<file path="config.mk">
export PLATFORM = sky130hd
export DESIGN_NAME = apb_pwm_multi_ctrl
export DESIGN_NICKNAME = d
export VERILOG_FILES = /design/src/rtl/apb_pwm_pkg.sv /design/src/rtl/apb_pwm_channel.sv /design/src/rtl/apb_pwm_multi_ctrl.sv
export SDC_FILE = /design/constraint.sdc
export NUM_CORES = 1
export LEC_CHECK = 0
export CAP_MARGIN = 0
export CORE_MARGIN = 1.5
export CORE_UTILIZATION = 50
export CTS_CLUSTER_DIAMETER = 60
export DETAILED_ROUTE_END_ITERATION = 7
export DONT_BUFFER_PORTS = 1
export SKIP_CTS_REPAIR_TIMING = 1
export SLEW_MARGIN = 10
export SYNTH_ARGS = -nofsm -noshare
export SYNTH_HDL_FRONTEND = slang
export SYNTH_HIERARCHICAL = 1
export SYNTH_SLANG_ARGS = --single-unit
</file>
<file path="constraint.sdc">
create_clock -name pclk -period 6.03 [get_ports pclk]
set_input_delay 0.603 -clock pclk [delete_from_list [all_inputs] [get_ports pclk]]
set_output_delay 0.603 -clock pclk [all_outputs]
set_load 0.01 [all_outputs]
</file>
<file path="src/rtl/apb_pwm_pkg.sv">
// Shared definitions for the multi-channel APB PWM controller: register
// offsets, per-channel layout, the decoded-register enum and the per-channel
// write-strobe bundle.
package apb_pwm_pkg;

    // Global registers
    localparam logic [11:0] OFF_CTRL     = 12'h000;
    localparam logic [11:0] OFF_INT_STAT = 12'h004;
    localparam logic [11:0] OFF_INT_EN   = 12'h008;

    // Per-channel register block: CH_BASE + CH_STRIDE*n
    localparam logic [11:0] CH_BASE   = 12'h020;
    localparam logic [11:0] CH_STRIDE = 12'h010;

    // Word index inside a channel block (paddr[3:2])
    localparam logic [1:0] CH_CFG    = 2'd0;
    localparam logic [1:0] CH_PERIOD = 2'd1;
    localparam logic [1:0] CH_DUTY   = 2'd2;
    localparam logic [1:0] CH_CNT    = 2'd3;

    localparam int CFG_POL_BIT = 0;

    typedef enum logic [2:0] {
        REG_CTRL,
        REG_INT_STAT,
        REG_INT_EN,
        REG_CFG,
        REG_PERIOD,
        REG_DUTY,
        REG_CNT,
        REG_NONE
    } reg_sel_t;

    // Write strobes into one channel
    typedef struct packed {
        logic cfg;
        logic period;
        logic duty;
    } ch_we_t;

    // Channel number addressed by a channel-space offset (off >= CH_BASE).
    // Out-of-range results are rejected by the caller.
    function automatic logic [7:0] ch_index(input logic [11:0] off);
        logic [11:0] rel;
        rel = (off - CH_BASE) / CH_STRIDE;
        return rel[7:0];
    endfunction

endpackage

</file>
<file path="src/rtl/apb_pwm_channel.sv">
// One PWM channel: pending and active PERIOD/DUTY, polarity, free-running
// counter, registered output and period-end (wrap) pulse.
// Ports:
//   pclk, presetn  clock, synchronous active-low reset
//   en             channel enable (CTRL bit)
//   we, wdata      register write strobes and write data (already truncated)
//   pol            CFG.POL
//   period, duty   pending values, as read back over APB
//   cnt            live counter
//   pwm            registered PWM output
//   wrap           high in the cycle whose edge ends a period
module apb_pwm_channel
    import apb_pwm_pkg::*;
#(
    parameter int CNT_W = 16
) (
    input  logic             pclk,
    input  logic             presetn,
    input  logic             en,
    input  ch_we_t           we,
    input  logic [CNT_W-1:0] wdata,
    output logic             pol,
    output logic [CNT_W-1:0] period,
    output logic [CNT_W-1:0] duty,
    output logic [CNT_W-1:0] cnt,
    output logic             pwm,
    output logic             wrap
);

    logic [CNT_W-1:0] period_act;
    logic [CNT_W-1:0] duty_act;
    logic             run;
    logic             load;

    assign run  = en && (period_act != '0);
    assign wrap = run && (cnt == period_act - CNT_W'(1));
    // Shadow copies only move at a period boundary, or freely while idle, so
    // a running period never sees a half-applied update.
    assign load = !run || wrap;

    always_ff @(posedge pclk) begin
        if (!presetn) begin
            pol        <= 1'b0;
            period     <= '0;
            duty       <= '0;
            period_act <= '0;
            duty_act   <= '0;
            cnt        <= '0;
            pwm        <= 1'b0;
        end else begin
            if (we.cfg)    pol    <= wdata[CFG_POL_BIT];
            if (we.period) period <= wdata;
            if (we.duty)   duty   <= wdata;

            if (load) begin
                period_act <= period;
                duty_act   <= duty;
            end

            cnt <= (run && !wrap) ? cnt + CNT_W'(1) : '0;
            // duty_act >= period_act naturally yields constant active
            pwm <= run ? ((cnt < duty_act) ^ pol) : pol;
        end
    end

endmodule

</file>
<file path="src/rtl/apb_pwm_multi_ctrl.sv">
// APB3 slave PWM controller with NUM_CH channels of CNT_W-bit counters,
// per-channel polarity, shadowed PERIOD/DUTY and a maskable period-end irq.
// Ports:
//   pclk, presetn         clock, synchronous active-low reset
//   psel, penable, pwrite APB control
//   paddr, pwdata         APB address (bits [11:0] decoded) and write data
//   prdata, pready        read data (0 outside read access phase), always ready
//   pslverr               error in access phase for unmapped / misaligned access
//   pwm_out               PWM pins, bit n = channel n
//   irq                   |(INT_STAT & INT_EN)
module apb_pwm_multi_ctrl
    import apb_pwm_pkg::*;
#(
    parameter int NUM_CH = 4,
    parameter int CNT_W  = 16
) (
    input  logic              pclk,
    input  logic              presetn,
    input  logic              psel,
    input  logic              penable,
    input  logic              pwrite,
    input  logic [31:0]       paddr,
    input  logic [31:0]       pwdata,
    output logic [31:0]       prdata,
    output logic              pready,
    output logic              pslverr,
    output logic [NUM_CH-1:0] pwm_out,
    output logic              irq
);

    logic [11:0]                   off;
    logic [7:0]                    ch_idx;
    reg_sel_t                      sel;
    logic                          access;
    logic                          wr_en;
    logic                          rd_en;
    logic [NUM_CH-1:0]             ctrl;
    logic [NUM_CH-1:0]             int_stat;
    logic [NUM_CH-1:0]             int_en;
    logic [NUM_CH-1:0]             w1c;
    logic [NUM_CH-1:0]             pol;
    logic [NUM_CH-1:0]             wrap;
    logic [NUM_CH-1:0][CNT_W-1:0]  period_pend;
    logic [NUM_CH-1:0][CNT_W-1:0]  duty_pend;
    logic [NUM_CH-1:0][CNT_W-1:0]  cnt;
    ch_we_t                        ch_we [NUM_CH];
    logic [31:0]                   rdata;
    logic                          unused;

    assign off    = paddr[11:0];
    assign unused = ^{paddr[31:12], pwdata};

    // Address decode; anything not matched stays REG_NONE and errors
    always_comb begin
        sel    = REG_NONE;
        ch_idx = ch_index(off);
        if (paddr[1:0] == 2'b00) begin
            if (off == OFF_CTRL)
                sel = REG_CTRL;
            else if (off == OFF_INT_STAT)
                sel = REG_INT_STAT;
            else if (off == OFF_INT_EN)
                sel = REG_INT_EN;
            else if (off >= CH_BASE && 32'(ch_idx) < 32'(NUM_CH)) begin
                case (off[3:2])
                    CH_CFG:    sel = REG_CFG;
                    CH_PERIOD: sel = REG_PERIOD;
                    CH_DUTY:   sel = REG_DUTY;
                    default:   sel = REG_CNT;
                endcase
            end
        end
    end

    assign access  = psel && penable;
    assign wr_en   = access && pwrite && (sel != REG_NONE);
    assign rd_en   = access && !pwrite && (sel != REG_NONE);
    assign pslverr = access && (sel == REG_NONE);
    assign pready  = 1'b1;

    assign w1c = (wr_en && sel == REG_INT_STAT) ? pwdata[NUM_CH-1:0] : '0;

    always_ff @(posedge pclk) begin
        if (!presetn) begin
            ctrl     <= '0;
            int_en   <= '0;
            int_stat <= '0;
        end else begin
            if (wr_en && sel == REG_CTRL)   ctrl   <= pwdata[NUM_CH-1:0];
            if (wr_en && sel == REG_INT_EN) int_en <= pwdata[NUM_CH-1:0];
            // hardware set takes priority over a same-cycle clear
            int_stat <= (int_stat & ~w1c) | wrap;
        end
    end

    assign irq = |(int_stat & int_en);

    for (genvar i = 0; i < NUM_CH; i++) begin : g_ch
        logic hit;
        assign hit      = wr_en && (ch_idx == 8'(i));
        assign ch_we[i] = '{cfg:    hit && (sel == REG_CFG),
                            period: hit && (sel == REG_PERIOD),
                            duty:   hit && (sel == REG_DUTY)};

        apb_pwm_channel #(.CNT_W(CNT_W)) u_ch (
            .pclk    (pclk),
            .presetn (presetn),
            .en      (ctrl[i]),
            .we      (ch_we[i]),
            .wdata   (pwdata[CNT_W-1:0]),
            .pol     (pol[i]),
            .period  (period_pend[i]),
            .duty    (duty_pend[i]),
            .cnt     (cnt[i]),
            .pwm     (pwm_out[i]),
            .wrap    (wrap[i])
        );
    end

    always_comb begin
        rdata = '0;
        case (sel)
            REG_CTRL:     rdata[NUM_CH-1:0] = ctrl;
            REG_INT_STAT: rdata[NUM_CH-1:0] = int_stat;
            REG_INT_EN:   rdata[NUM_CH-1:0] = int_en;
            REG_CFG, REG_PERIOD, REG_DUTY, REG_CNT: begin
                for (int i = 0; i < NUM_CH; i++) begin
                    if (ch_idx == 8'(i)) begin
                        case (sel)
                            REG_CFG:    rdata[CFG_POL_BIT] = pol[i];
                            REG_PERIOD: rdata[CNT_W-1:0]   = period_pend[i];
                            REG_DUTY:   rdata[CNT_W-1:0]   = duty_pend[i];
                            default:    rdata[CNT_W-1:0]   = cnt[i];
                        endcase
                    end
                end
            end
            default: rdata = '0;
        endcase
    end

    assign prdata = rd_en ? rdata : '0;

endmodule
</file>
; ---- After elaboration in Yosys (flattened, before gate mapping)
; Cells that the tools add are included.
[totals]
reg_bits = 340
romBits = 0
latchBits = 0
n_memories = 0
word_cells = 166
in_bits = 69
output_inout_bits = 39
mem_bits_rw = 0
[classes]
n_addsub = 9
n_mux = 27
n_reduce_logical = 66
shift = 0
n_eq_ne = 19
bitwise = 8
multipliers = 0
div_mod_pow = 0
n_lt_le_gt_ge = 6
[ops]
columns = operator, count
row1 = case mux 15 bit (3 select lines), 4
row2 = 2-to-1 mux 16 bit, 6
row3 = "adder 16 x 1 -> 16 bit, second input constant", 4
row4 = equality test 16 bit, 4
row5 = less-than comparator 16 bit, 4
row6 = nonzero test 16 bit, 4
row7 = "subtractor 16 x 1 -> 16 bit, second input constant", 4
row8 = logical AND 1 bit, 38
row9 = "equality test 8 x 2 -> 1 bit, second input constant", 2
row10 = case mux 4 bit (4 select lines), 1
row11 = 2-to-1 mux 3 bit, 5
row12 = "equality test 12 x 3 -> 1 bit, second input constant", 1
row13 = "equality test 12 x 4 -> 1 bit, second input constant", 1
row14 = "equality test 3 bit, second input constant", 4
row15 = "greater-or-equal comparator 12 x 6 -> 1 bit, second input constant", 1
row16 = logical NOT 12 bit, 1
row17 = 2-to-1 mux 12 bit, 1
row18 = case mux 1 bit (3 select lines), 4
row19 = "subtractor 12 x 6 -> 12 bit, second input constant", 1
row20 = logical NOT 1 bit, 9
row21 = case mux 3 bit (3 select lines), 1
row22 = bitwise AND 4 bit, 2
row23 = "equality test 8 x 1 -> 1 bit, second input constant", 1
row24 = logical NOT 8 bit, 1
row25 = 16 further kinds, 31

; ---- Depth between registers and ports, before layout
[depth]
ltp_word = 20
mapped_depth = 14
ltp_nobuf = 11

; ---- Cells and area by module
; The synthesis kept the hierarchy.
[by_module_without_submodules]
columns = mod, cells_per_inst, area_per_inst_um2, instances, seq_area_each_um2
row1 = apb_pwm_channel at g_ch[0].u_ch ..., 477, 4230.3, 3, 1641.6
row2 = apb_pwm_channel at g_ch[1].u_ch, 476, 4327.9, 1, 1641.6
row3 = apb_pwm_multi_ctrl, 461, 3027.9, 1, 240.2

; ---- Worst setup path after synthesis
; OpenSTA, ideal clock, no wires.
[synth_timing]
kind = input port to flip-flop
start = in paddr[5]
end = reg g_ch[3].u_ch.duty[10]
n_path_buf = 3
required_time_ns = 5.902
path_slack_ns = 1.670
arrival_time_ns = 4.233
setup_time_ns = 0.128
stages = 13
path_cell_list = clkbuf_1 -> inv_1 -> ha_1 -> nor4b_1 -> nand4_1 -> a221o_2 -> a41oi_2 -> nand4_2 -> nor4_1 -> clkbuf_1 -> clkbuf_1 -> mux2i_1 -> nor2_1
[synth_lines]
columns = element, line
row1 = "start, declared", apb_pwm_multi_ctrl.sv:22  ; input logic [31:0] paddr,
row2 = "end signal, assigned", apb_pwm_channel.sv:53  ; if (we.duty) duty <= wdata;
row3 = "end, declared", apb_pwm_channel.sv:24  ; output logic [CNT_W-1:0] duty,

; ---- Worst setup path after layout
[layout_timing]
start = in paddr[5]
end = out prdata[0]
[layout_via]
elab_chain_len = 17
elab_cells_between_ends = 37
classes_between = add/sub: 1 / order compare: 2 / eq/ne: 12 / mux: 16 / reduce/logical: 6
[layout_lines]
columns = element, line
row1 = subtractor 12 x 6 -> 12 bit, apb_pwm_pkg.sv:45  ; rel = (off - CH_BASE) / CH_STRIDE;
row2 = less-than comparator 8 x 3 -> 1 bit, apb_pwm_multi_ctrl.sv:64  ; else if (off >= CH_BASE && 32'(ch_idx) < 32'(NUM_CH)) begin
row3 = logical AND 1 bit, apb_pwm_multi_ctrl.sv:64
row4 = 2-to-1 mux 3 bit, apb_pwm_multi_ctrl.sv:64
row5 = 2-to-1 mux 3 bit, apb_pwm_multi_ctrl.sv:62  ; else if (off == OFF_INT_EN)
row6 = 2-to-1 mux 3 bit, apb_pwm_multi_ctrl.sv:60  ; else if (off == OFF_INT_STAT)
row7 = 2-to-1 mux 3 bit, apb_pwm_multi_ctrl.sv:58  ; if (off == OFF_CTRL)
row8 = 2-to-1 mux 3 bit, apb_pwm_multi_ctrl.sv:57  ; if (paddr[1:0] == 2'b00) begin
row9 = equality test 3 bit / equality test 3 x 2 -> 1 bit (equally long branches), "apb_pwm_multi_ctrl.sv:122, apb_pwm_multi_ctrl.sv:129"
row10 = case mux 1 bit (3 select lines), apb_pwm_multi_ctrl.sv:129  ; case (sel)
row11 = 2-to-1 mux 16 bit, apb_pwm_multi_ctrl.sv:128  ; if (ch_idx == 8'(i)) begin
row12 = 2-to-1 mux 16 bit, apb_pwm_multi_ctrl.sv:122  ; case (sel)
row13 = 2-to-1 mux 16 bit (3 in series), apb_pwm_multi_ctrl.sv:128
row14 = case mux 4 bit (4 select lines), apb_pwm_multi_ctrl.sv:122
row15 = 2-to-1 mux 16 bit (*), apb_pwm_multi_ctrl.sv:142  ; assign prdata = rd_en ? rdata : '0;
row16 = "end, declared", apb_pwm_multi_ctrl.sv:24  ; output logic [31:0] prdata,
; Every way passes the cells marked *; elsewhere a longest branch is shown, timed or not. The select of a mux whose other input is x is not followed.

==> flow_summary.ini <==
[synthesis]
synthDistinctLibCells = 85
netlist_area_sq_um = 20000
synthArstFlopShare_pct = 0
syn_avg_cell_area_sq_um = 8.47
ys.flop_type = dfxtp_1
synth_edf_count = 0
synthCells = 2368
synth_area_leaders = dfxtp_1 34%, mux2i_1 14%, nand2_1 7.0%
ys_warn_count = 6
ys_ff_latch = 340
synth_top_area_share_pct = 34.0
ys_seq_area_share_pct = 34.0
yosys.area.top_type = dfxtp_1

[setup_path]
reg2regPathDepth = 10
slowest_delay_ns = 0.72
cp.required_ns = 5.43
critPathSlowestCell = o31ai_1
r2r_setup_slack_ns = 2.12
critPathCaptureType = primary output
startpoint = paddr[5]
critical_path.endpoint = prdata[0]
crit_type = input pin to primary output
critPathMaxFanout = 19
start_kind = input pin
reg2reg_to = g_ch[3].u_ch/period_act[10]$_SDFFE_PN0P_
crit_chain = inv_1 > ha_1 > nor4b_1 > nand4_1 > buf_4 > o2bb2a_1 > o31ai_2 > o221ai_1 > a21oi_1 > nor3_1 > o31ai_1
crit_arrival_ns = 4.22
rr_startpoint = g_ch[3].u_ch/period_act[0]$_SDFFE_PN0P_

[cts]
cts_buffer_depth = 3
cts_tree = built
clkLatencyLatePin_ns = 0.57
cts.sinks = 340
cts_buffers = 42
clockRootBuffer = clkbuf_16
cts.reportedPaths.clkPinSlew_ns = 0.06
htree_num_levels = 2

[grt]
antenna_found_initial = 1
grt_pass1_wl_um = 98000
grt.total_usage_pct = 31.1
grt_overflow = 0
grt_max_degree = 322
grt_pass1_vias = 15900

[run_status]
status = finished, final reports clean

[min_path]
holdCritPathClass = input pin to flip-flop
hp-start = pwdata[7]

[detailed_routing]
via_count = 17100
drt_iter0_drc = 1508
route.detailed.drc = 0
ant_nets = 0
finalWirelength_um = 64900
drt_pass1_iterations = 6
wire_per_inst_um = 22.9
vias_per_cell = 6.05

[die]
core_area_sq_um = 39600
io_pins = 108
die_w_um = 203
initial_utilization_pct = 50.6
fp-row-count = 73
die_area_sq_um = 41300
die_y_um = 203

[flow_run]
maxCapViolCount = 0

[layout]
mostFrequentLayoutCells = 372 x nand2_1, 340 x dfxtp_1, 288 x mux2i_1
area_growth_pct = 7.10
fillers = 3744
drive_gt1_share_pct = 7.19
antenna_cells = 0
finish.utilization_pct = 54.2
final_common_cell = nand2_1
nets = 2420

[sta]
setup_violations = 0
slew_headroom_pct = 17.3
fin_skew_ns = 0.0198
worst_pin_slew_ns = 1.24
finalHoldViolations = 0
setup_ws_ns = 1.20
rsz0062_at_grt = no
slew_viol_final = 0
finalCriticalPeriod_ns = 4.83
period_share_pct = 80.0
setup_tns_ns = 0
max_freq_mhz = 207

[placement]
portBuffers = 0
pre_cts_slack_ns = 1.32
gp_congestion = 0.937
hpwl_um = 45300

[power_and_ir_drop]
p_switching_mw = 1.07
intPower_mw = 3.78
p_seq_share_pct = 46.3
p_leak_nw = 8.19
vdd_ir_drop_max_mv = 0.272
pwr-share-comb_pct = 1.2
pwr-share-clk_pct = 52.6
powerDensity_nw_per_um2 = 226
swShare_pct = 22.1
## critical path: cells and delay by family
kind | cells | cell delay, ns
AO/OA/AOI/OAI | 5 | 2.27
buffers and inverters | 2 | 0.33
AND/OR/NAND/NOR | 3 | 0.68
adder cells (fa/ha/maj) | 1 | 0.30
## power groups by stage
stage | Combinational (mW) | Clock, mW | Sequential, mW
after floorplan | 0.0794 | 0 | 2.30
after global placement | 0.0565 | 0 | 2.30
after detailed placement | 0.0574 | 0 | 2.30
after CTS | 0.0575 | 2.59 | 2.25
after global routing | 0.0619 | 2.68 | 2.24
final | 0.0578 | 2.55 | 2.25
## how the worst min path moves through the flow
| stage | to | slack, ns | depth (start not counted) |
|---|---|---|---|
| finish | g_ch[3].u_ch/period[7]$_SDFFE_PN0P_ | 0.19 | 2 |
| global route | g_ch[3].u_ch/period[7]$_SDFFE_PN0P_ | 0.18 | 2 |
| CTS | int_stat[2]$_SDFF_PN0_ | 0.16 | 1 |
| detailed placement | g_ch[0].u_ch/duty_act[5]$_SDFFE_PN0P_ | 0.45 | 2 |
| global placement | g_ch[3].u_ch/duty_act[8]$_SDFFE_PN0P_ | 0.44 | 2 |
| floorplan | g_ch[0].u_ch/duty_act[10]$_SDFFE_PN0P_ | 0.43 | 2 |
## stage by stage
step / hold slack (ns) / area (sq um) / total power [mW] / instances
floorplan: 0.435 / 20100 / 2.38 / 2383
global placement: 0.443 / 20100 / 2.35 / 2759
detailed placement: 0.447 / 20100 / 2.35 / 2759
CTS: 0.164 / 21500 / 4.90 / 2834
global route: 0.184 / 21500 / 4.99 / 2834
finish: 0.185 / 21500 / 4.86 / 2834
## synth_stat cells (all sizes together), types with 7 or more instances
| cell | number |
|---|---|
| a2111oi | 8 |
| a211o | 7 |
| a211oi | 16 |
| a21o | 17 |
| a21oi | 63 |
| a221o | 7 |
| a221oi | 20 |
| a22oi | 13 |
| a31oi | 11 |
| and2 | 7 |
| and3 | 29 |
| buf | 64 |
| clkbuf | 114 |
| dfxtp | 340 |
| ha | 73 |
| inv | 84 |
| mux2 | 7 |
| mux2i | 288 |
| nand2 | 373 |
| nand2b | 12 |
| nand3 | 44 |
| nand4 | 42 |
| nor2 | 163 |
| nor2b | 46 |
| nor3 | 96 |
| nor4 | 41 |
| nor4b | 7 |
| o2111ai | 12 |
| o211ai | 15 |
| o21a | 7 |
| o21ai | 53 |
| o221ai | 15 |
| o22ai | 14 |
| o31ai | 7 |
| o41ai | 7 |
| or2 | 15 |
| or3 | 14 |
| or4 | 16 |
| xnor2 | 64 |
| xor2 | 68 |
## area by class of cell
type,count,area [sq um],area share [%]
sequential,340,6810,31.7
multi-input combinational,1781,12100,56.2
tap,525,657,3.06
clock inverter,17,166,0.775
timing repair buffer,29,230,1.07
clock buffer,58,1230,5.74
inverter,84,315,1.47
## registers in the layout, summed over array words and instances (netlist names)
| register | count |
|---|---|
| g_ch.u_ch/cnt | 64 |
| g_ch.u_ch/duty | 64 |
| g_ch.u_ch/duty_act | 64 |
| g_ch.u_ch/period | 64 |
| g_ch.u_ch/period_act | 64 |
| ctrl | 4 |
| g_ch.u_ch/pol | 4 |
| g_ch.u_ch/pwm | 4 |
| int_en | 4 |
| int_stat | 4 |
## metal layers
layer | global-route usage (%) | vias up | share of wire [%]
li1 | - | 8162 | -
met1 | 42.9 | 8197 | 45
met2 | 47.9 | 645 | 44
met3 | 5.27 | 142 | 7.6
met4 | 13.1 | 0 | 4.3
met5 | 0 | - | 0
## cell families after synthesis
family	count (synthesis)	synth area share (%)
fa+ha+maj	73	4.56
other cells	2	0.0375
flops	340	34.0
simple gates	931	22.5
buf+inv	262	6.43
mux	295	14.8
xor+xnor	132	5.77
compound gates	333	12.0
No activity file was read; power rests on OpenSTA's default activity.
